--- config.mk ---
export PLATFORM = sky130hd
export DESIGN_NAME = alu_exec_unit_flat
export DESIGN_NICKNAME = d
export VERILOG_FILES = /design/src/rtl/alu_exec_if.sv /design/src/rtl/alu_exec_unit.sv /design/src/flat_wrapper.sv
export SDC_FILE = /design/constraint.sdc
export NUM_CORES = 1
export LEC_CHECK = 0
export BUFFER_PORTS_ARGS = -buffer_cell sky130_fd_sc_hd__buf_4
export CORE_MARGIN = 4
export CORE_UTILIZATION = 55
export DETAILED_ROUTE_END_ITERATION = 6
export PLACE_DENSITY = 0.85
export SETUP_SLACK_MARGIN = 0.3
export SKIP_CTS_REPAIR_TIMING = 1
export SLEW_MARGIN = 40
export SYNTH_ARGS = -nofsm -noshare
export SYNTH_HDL_FRONTEND = slang
export SYNTH_SLANG_ARGS = --single-unit
--- constraint.sdc ---
create_clock -name clk_i -period 5.9 [get_ports clk_i]
set_input_delay 1.18 -clock clk_i [delete_from_list [all_inputs] [get_ports clk_i]]
set_output_delay 1.18 -clock clk_i [all_outputs]
set_load 0.01 [all_outputs]
--- src/rtl/alu_exec_if.sv ---
// Request/response bundle between the ID/EX register, the hazard logic and the execute-stage ALU.
interface alu_exec_if #(
    parameter int WIDTH = 32
);
    logic             valid_i;
    logic [3:0]       ALUCtrl_i;
    logic [WIDTH-1:0] src1_i;
    logic [WIDTH-1:0] src2_i;
    logic             flush_i;
    logic             ready_o;
    logic             busy_o;
    logic             valid_o;
    logic [WIDTH-1:0] result_o;
    logic             zero_o;

    modport slave (
        input  valid_i, ALUCtrl_i, src1_i, src2_i, flush_i,
        output ready_o, busy_o, valid_o, result_o, zero_o
    );

    modport master (
        output valid_i, ALUCtrl_i, src1_i, src2_i, flush_i,
        input  ready_o, busy_o, valid_o, result_o, zero_o
    );
endinterface

--- src/rtl/alu_exec_unit.sv ---
// Execute-stage ALU: single-cycle logic/arith ops with a registered result, plus a
// WIDTH-iteration shift-add multiplier that holds off new requests while it runs.
module alu_exec_unit #(
    parameter int WIDTH = 32
) (
    input  logic       clk_i,
    input  logic       rst_i,
    alu_exec_if.slave  bus
);
    localparam int CNT_W = (WIDTH > 1) ? $clog2(WIDTH) : 1;

    typedef enum logic {IDLE, MUL} state_t;

    state_t           state, state_nxt;
    logic [WIDTH-1:0] mcand, mplier, acc;
    logic [CNT_W-1:0] cnt;
    logic [WIDTH-1:0] alu_res;
    logic [WIDTH-1:0] acc_nxt;
    logic             accept;
    logic             is_mult;
    logic             last_iter;

    logic [WIDTH-1:0] result;
    logic             zero;
    logic             valid;

    assign bus.ready_o  = (state == IDLE);
    assign bus.busy_o   = (state != IDLE);
    assign bus.valid_o  = valid;
    assign bus.result_o = result;
    assign bus.zero_o   = zero;

    assign accept    = (state == IDLE) && bus.valid_i && !bus.flush_i;
    assign is_mult   = (bus.ALUCtrl_i == 4'd3);
    assign last_iter = (cnt == CNT_W'(WIDTH - 1));
    assign acc_nxt   = mplier[0] ? acc + mcand : acc;

    always_comb begin
        alu_res = '0;
        case (bus.ALUCtrl_i)
            4'd0: alu_res = bus.src1_i & bus.src2_i;
            4'd1: alu_res = bus.src1_i | bus.src2_i;
            4'd2: alu_res = bus.src1_i + bus.src2_i;
            4'd6: alu_res = bus.src1_i - bus.src2_i;
            4'd7: alu_res = {{(WIDTH-1){1'b0}}, ($signed(bus.src1_i) < $signed(bus.src2_i))};
            default: alu_res = '0;
        endcase
    end

    always_comb begin
        state_nxt = state;
        case (state)
            IDLE: if (accept && is_mult) state_nxt = MUL;
            MUL:  if (bus.flush_i || last_iter) state_nxt = IDLE;
            default: state_nxt = IDLE;
        endcase
    end

    always_ff @(posedge clk_i) begin
        if (!rst_i) begin
            state <= IDLE;
        end else begin
            state <= state_nxt;
        end
    end

    always_ff @(posedge clk_i) begin
        if (!rst_i) begin
            result <= '0;
            zero   <= 1'b1;
            valid  <= 1'b0;
            mcand  <= '0;
            mplier <= '0;
            acc    <= '0;
            cnt    <= '0;
        end else begin
            valid <= 1'b0;
            if (state == IDLE) begin
                if (accept) begin
                    if (is_mult) begin
                        mcand  <= bus.src1_i;
                        mplier <= bus.src2_i;
                        acc    <= '0;
                        cnt    <= '0;
                    end else begin
                        result <= alu_res;
                        zero   <= (alu_res == '0);
                        valid  <= 1'b1;
                    end
                end
            end else if (!bus.flush_i) begin
                // Low WIDTH bits of the product are sign-agnostic, so no correction step.
                acc    <= acc_nxt;
                mcand  <= mcand << 1;
                mplier <= mplier >> 1;
                cnt    <= cnt + 1'b1;
                if (last_iter) begin
                    result <= acc_nxt;
                    zero   <= (acc_nxt == '0);
                    valid  <= 1'b1;
                end
            end
        end
    end
endmodule

--- src/flat_wrapper.sv ---
// flat-port wrapper written by rule: the top's interface ports become plain ports
module alu_exec_unit_flat 
#(
    parameter int WIDTH = 32
)
  (clk_i, rst_i, bus_valid_i, bus_ALUCtrl_i, bus_src1_i, bus_src2_i, bus_flush_i, bus_ready_o, bus_busy_o, bus_valid_o, bus_result_o, bus_zero_o);
  alu_exec_if #(.WIDTH(WIDTH)) bus_i ();
  input  logic clk_i;
  input  logic rst_i;
  input wire logic [$bits(bus_i.valid_i)-1:0] bus_valid_i;
  input wire logic [$bits(bus_i.ALUCtrl_i)-1:0] bus_ALUCtrl_i;
  input wire logic [$bits(bus_i.src1_i)-1:0] bus_src1_i;
  input wire logic [$bits(bus_i.src2_i)-1:0] bus_src2_i;
  input wire logic [$bits(bus_i.flush_i)-1:0] bus_flush_i;
  output wire logic [$bits(bus_i.ready_o)-1:0] bus_ready_o;
  output wire logic [$bits(bus_i.busy_o)-1:0] bus_busy_o;
  output wire logic [$bits(bus_i.valid_o)-1:0] bus_valid_o;
  output wire logic [$bits(bus_i.result_o)-1:0] bus_result_o;
  output wire logic [$bits(bus_i.zero_o)-1:0] bus_zero_o;
  assign bus_i.valid_i = bus_valid_i;
  assign bus_i.ALUCtrl_i = bus_ALUCtrl_i;
  assign bus_i.src1_i = bus_src1_i;
  assign bus_i.src2_i = bus_src2_i;
  assign bus_i.flush_i = bus_flush_i;
  assign bus_ready_o = bus_i.ready_o;
  assign bus_busy_o = bus_i.busy_o;
  assign bus_valid_o = bus_i.valid_o;
  assign bus_result_o = bus_i.result_o;
  assign bus_zero_o = bus_i.zero_o;
  alu_exec_unit #(.WIDTH(WIDTH)) u_core (.clk_i(clk_i), .rst_i(rst_i), .bus(bus_i));
endmodule
==> impl_metrics.csv <==
group,metric,value,unit
finish,syn2layout_area_growth,11.5,%
power,p_per_area,191,nW/um2
logic_synthesis,async_flop_share,0,%
die,core,23500,um2
timing,setup_viol,0,
hold_path,whs_endpoint,"u_core.bus.result_o[23]",
logic_synthesis,synth_area_leaders,"dfxtp_1 (21%), ha_1 (13%), nor2_1 (6.2%), nand2_1 (6.0%), a21oi_1 (6.0%)",
clock_network,cts.sinks,136,
timing,hold_viol_final,0,
routing,drc,0,
critical_path,path_max_fanout,12,
placed_design,dp_hpwl,36300,um
critical_path,worstPathRequired,6.27,ns
logic_synthesis,syn_inst,1838,
clock_network,clkLatencyLatePin,0.44,ns
critical_path,critPathMaxStageDelay,0.65,ns
global_routing,grt_use_met2,55.3,%
critical_path,r2r_start,"u_core.mcand[0]",
global_routing,grt_max_degree,88,
critical_path,crit_family,"simple AND/OR/NAND/NOR gates",
critical_path,critical_path_arrival,5.11,ns
logic_synthesis,synth-seq-cells,136,
die,fp.dieW,163,um
timing,max_clock_freq,211,MHz
routing,antenna_left,0,
global_routing,grt_use_met3,5.69,%
timing,whs,0.452,ns
routing,routedWlPerCell,21.5,um
global_routing,grt_pass1_wl,73300,um
run_status,status,"completed",
global_routing,gr-usage-all-layers,34.9,%
placed_design,place_area,14100,um2
die,ios,108,
die,die_area,26500,um2
power,clockPowerShare,40.9,%
critical_path,cp_cell_sequence,"buf_4, inv_1, ha_1, nand4_1, or4_1, a211oi_1, nor3_1, a21oi_1, o2111ai_1, a21oi_1, or4bb_1, nor4_2, nand4_1, a31oi_1",
finish,fin_area,14700,um2
timing,relSlewSlack,42.8,%
finish,fin_nets,2079,
clock_network,cts_buffers,17,
global_routing,grt_pass1_vias,13307,
logic_synthesis,ys_seq_area_share,20.7,%
timing,fin_skew,0.00999,ns
timing,max_slew.worst_pin.slew,0.847,ns
finish,layout-drive-gt1-share,11.0,%
clock_network,tritoncts,"yes",
clock_network,cts.htree.levels,4,
timing,fin_setup_tns,0,ns
clock_network,root_buffer,"clkbuf_16",
power,power_switching_share,34.9,%
routing,dr.pass1.iters,6,
routing,totalWireLength,47300,um
finish,nFillCells,2164,
timing,layout_min_cycle_time,4.75,ns
power,p_comb_share,25.4,%
power,intPower,1830,uW
logic_synthesis,yosysTopAreaCellShare,20.7,%
critical_path,rr_endpoint,"u_core.bus.zero_o",
critical_path,critPathSlowestCell,"or4_1",
critical_path,start_kind,"primary input",
logic_synthesis,avgSynthCellArea,7.17,um2
power,p_leak,0.00626,uW
global_routing,grt_use_met1,49.2,%
hold_path,hp-class,"reg -> reg",
die,die_y,163,um
power,switchingPower,982,uW
logic_synthesis,syn_nets,2045,
critical_path,critPathKind,"in -> reg",
routing,avgViaCountPerCell,6.48,
critical_path,r2r_cells,14,
global_routing,grt.busiest_layer,"met2",
finish,n_antenna_cell,0,
logic_synthesis,synth_ff_type,"dfxtp_1",
placed_design,io_buffers,107,
hold_path,worstHoldStart,"u_core.bus.result_o[23]",
global_routing,overflow,0,
logic_synthesis,synth_edf_count,0,
logic_synthesis,ys_types,94,
hold_path,hold_depth,2,
critical_path,cp-end-kind,"register",
die,num_rows,56,
logic_synthesis,netlist.top_cell.by_area,"dfxtp_1",
clock_network,cts.reportedPaths.clkPinSlew,0.07,ns
logic_synthesis,yosys_warnings,0,
global_routing,antenna_found_initial,1,
power,peakVddDrop,0.157,mV
timing,fin_crit_sh,80.5,%
die,initial_utilization,56.0,%
routing,drtIter0Drc,1784,
timing,rsz0062_at_grt,"false",
job,cap_violations,0,
power,sequentialPowerShare,33.7,%
placed_design,place.gp.congestion,0.976,
logic_synthesis,yosys.cell_count.top_type,"nor2_1",
logic_synthesis,syn_area,13200,um2
critical_path,cp.buffers_inverters,2,
timing,slew_violations,0,
critical_path,rrSetupSlack,1.71,ns
routing,vias,14289,
logic_synthesis,synth_common_cells,"nor2_1 (216), nand2_1 (212), a21oi_1 (158)",
clock_network,cts.path.max_buffers,2,
[how the worst max path moves through the flow]
stage	start	end	slack [ns]	cells past startpoint
2_1_floorplan	bus_src2_i[0]	u_core.bus.zero_o	1.75	15
3_3_place_gp	bus_src2_i[16]	u_core.bus.zero_o	0.83	14
3_5_place_dp	bus_src2_i[16]	u_core.bus.zero_o	0.83	14
4_1_cts	bus_src2_i[16]	u_core.bus.zero_o	1.27	14
5_1_grt	bus_src2_i[16]	u_core.bus.zero_o	1.01	14
6_report	bus_src2_i[16]	u_core.bus.zero_o	1.15	14
[per-stage QoR]
stage,power (uW),cells,util [%],worst slack [ns]
final,2810,2204,62.4,1.15
after global routing,2910,2204,62.4,1.01
after CTS,2790,2203,62.3,1.27
after detailed placement,1660,2171,59.7,0.831
after global placement,1650,2171,59.7,0.833
after floorplan,1430,1838,-,1.75
[sequential cells by signal (all words and copies together), names as in the netlist]
signal / flops
u_core.bus.valid_o: 1
u_core.bus.zero_o: 1
u_core.mcand: 32
u_core.acc: 32
u_core.bus.result_o: 32
u_core.cnt: 5
u_core.bus.busy_o: 1
u_core.mplier: 32
[layer usage]
layer	routed length (um)	vias to the layer above	share of wire (%)
met5	0	-	0
met1	20300	6770	43
met3	4480	96	9.5
met4	1360	0	2.9
met2	21200	758	45
li1	-	6665	-
[logic make-up (layout without fill, tap and decap cells)]
family,after synthesis,in the layout,synth area share (%)
buf+inv,250,297,7.99
simple gates,611,611,21.0
mux,57,57,4.42
fa+ha+maj,135,135,13.0
compound gates,604,604,29.9
flops,136,136,20.7
xor+xnor,45,45,2.99
[power groups by stage]
stage               clock network (uW)  logic (uW)  registers (uW)
CTS                               1150         693             947
finish                            1150         715             948
detailed placement                   0         690             968
floorplan                            0         460             969
global route                      1190         770             949
global placement                     0         684             968
[layout by cell type, fill, tap and decap left out, drive strengths merged, types with 16 or more instances in the layout]
cell type	netlist	final
nand2b	19	19
nor2	217	217
xor2	18	18
a21oi	159	159
ha	132	132
dfxtp	136	136
o31ai	16	16
nand2	212	212
a31oi	17	17
clkbuf	84	17
inv	130	139
nor4	20	20
o211ai	80	80
xnor2	27	27
nand3	30	30
mux2i	47	47
o21ai	140	140
a21o	35	35
nor3	23	23
buf	33	134
nand4	22	22
a211oi	28	28
[cell type report]
class	count	area [um2]	area share, %
Clock buffer	17	425	2.90
Timing Repair Buffer	134	1030	6.99
Inverter	131	499	3.40
Tap cell	319	399	2.72
Sequential cell	136	2730	18.6
Clock inverter	15	183	1.24
Multi-Input combinational cell	1452	9430	64.2
[worst min-delay path, stage by stage, from the launching register on]
cell	delay [ns]
dfxtp_1	0.31
nand2_1	0.05
a21oi_1	0.05
(Power assumes the default switching activity.)
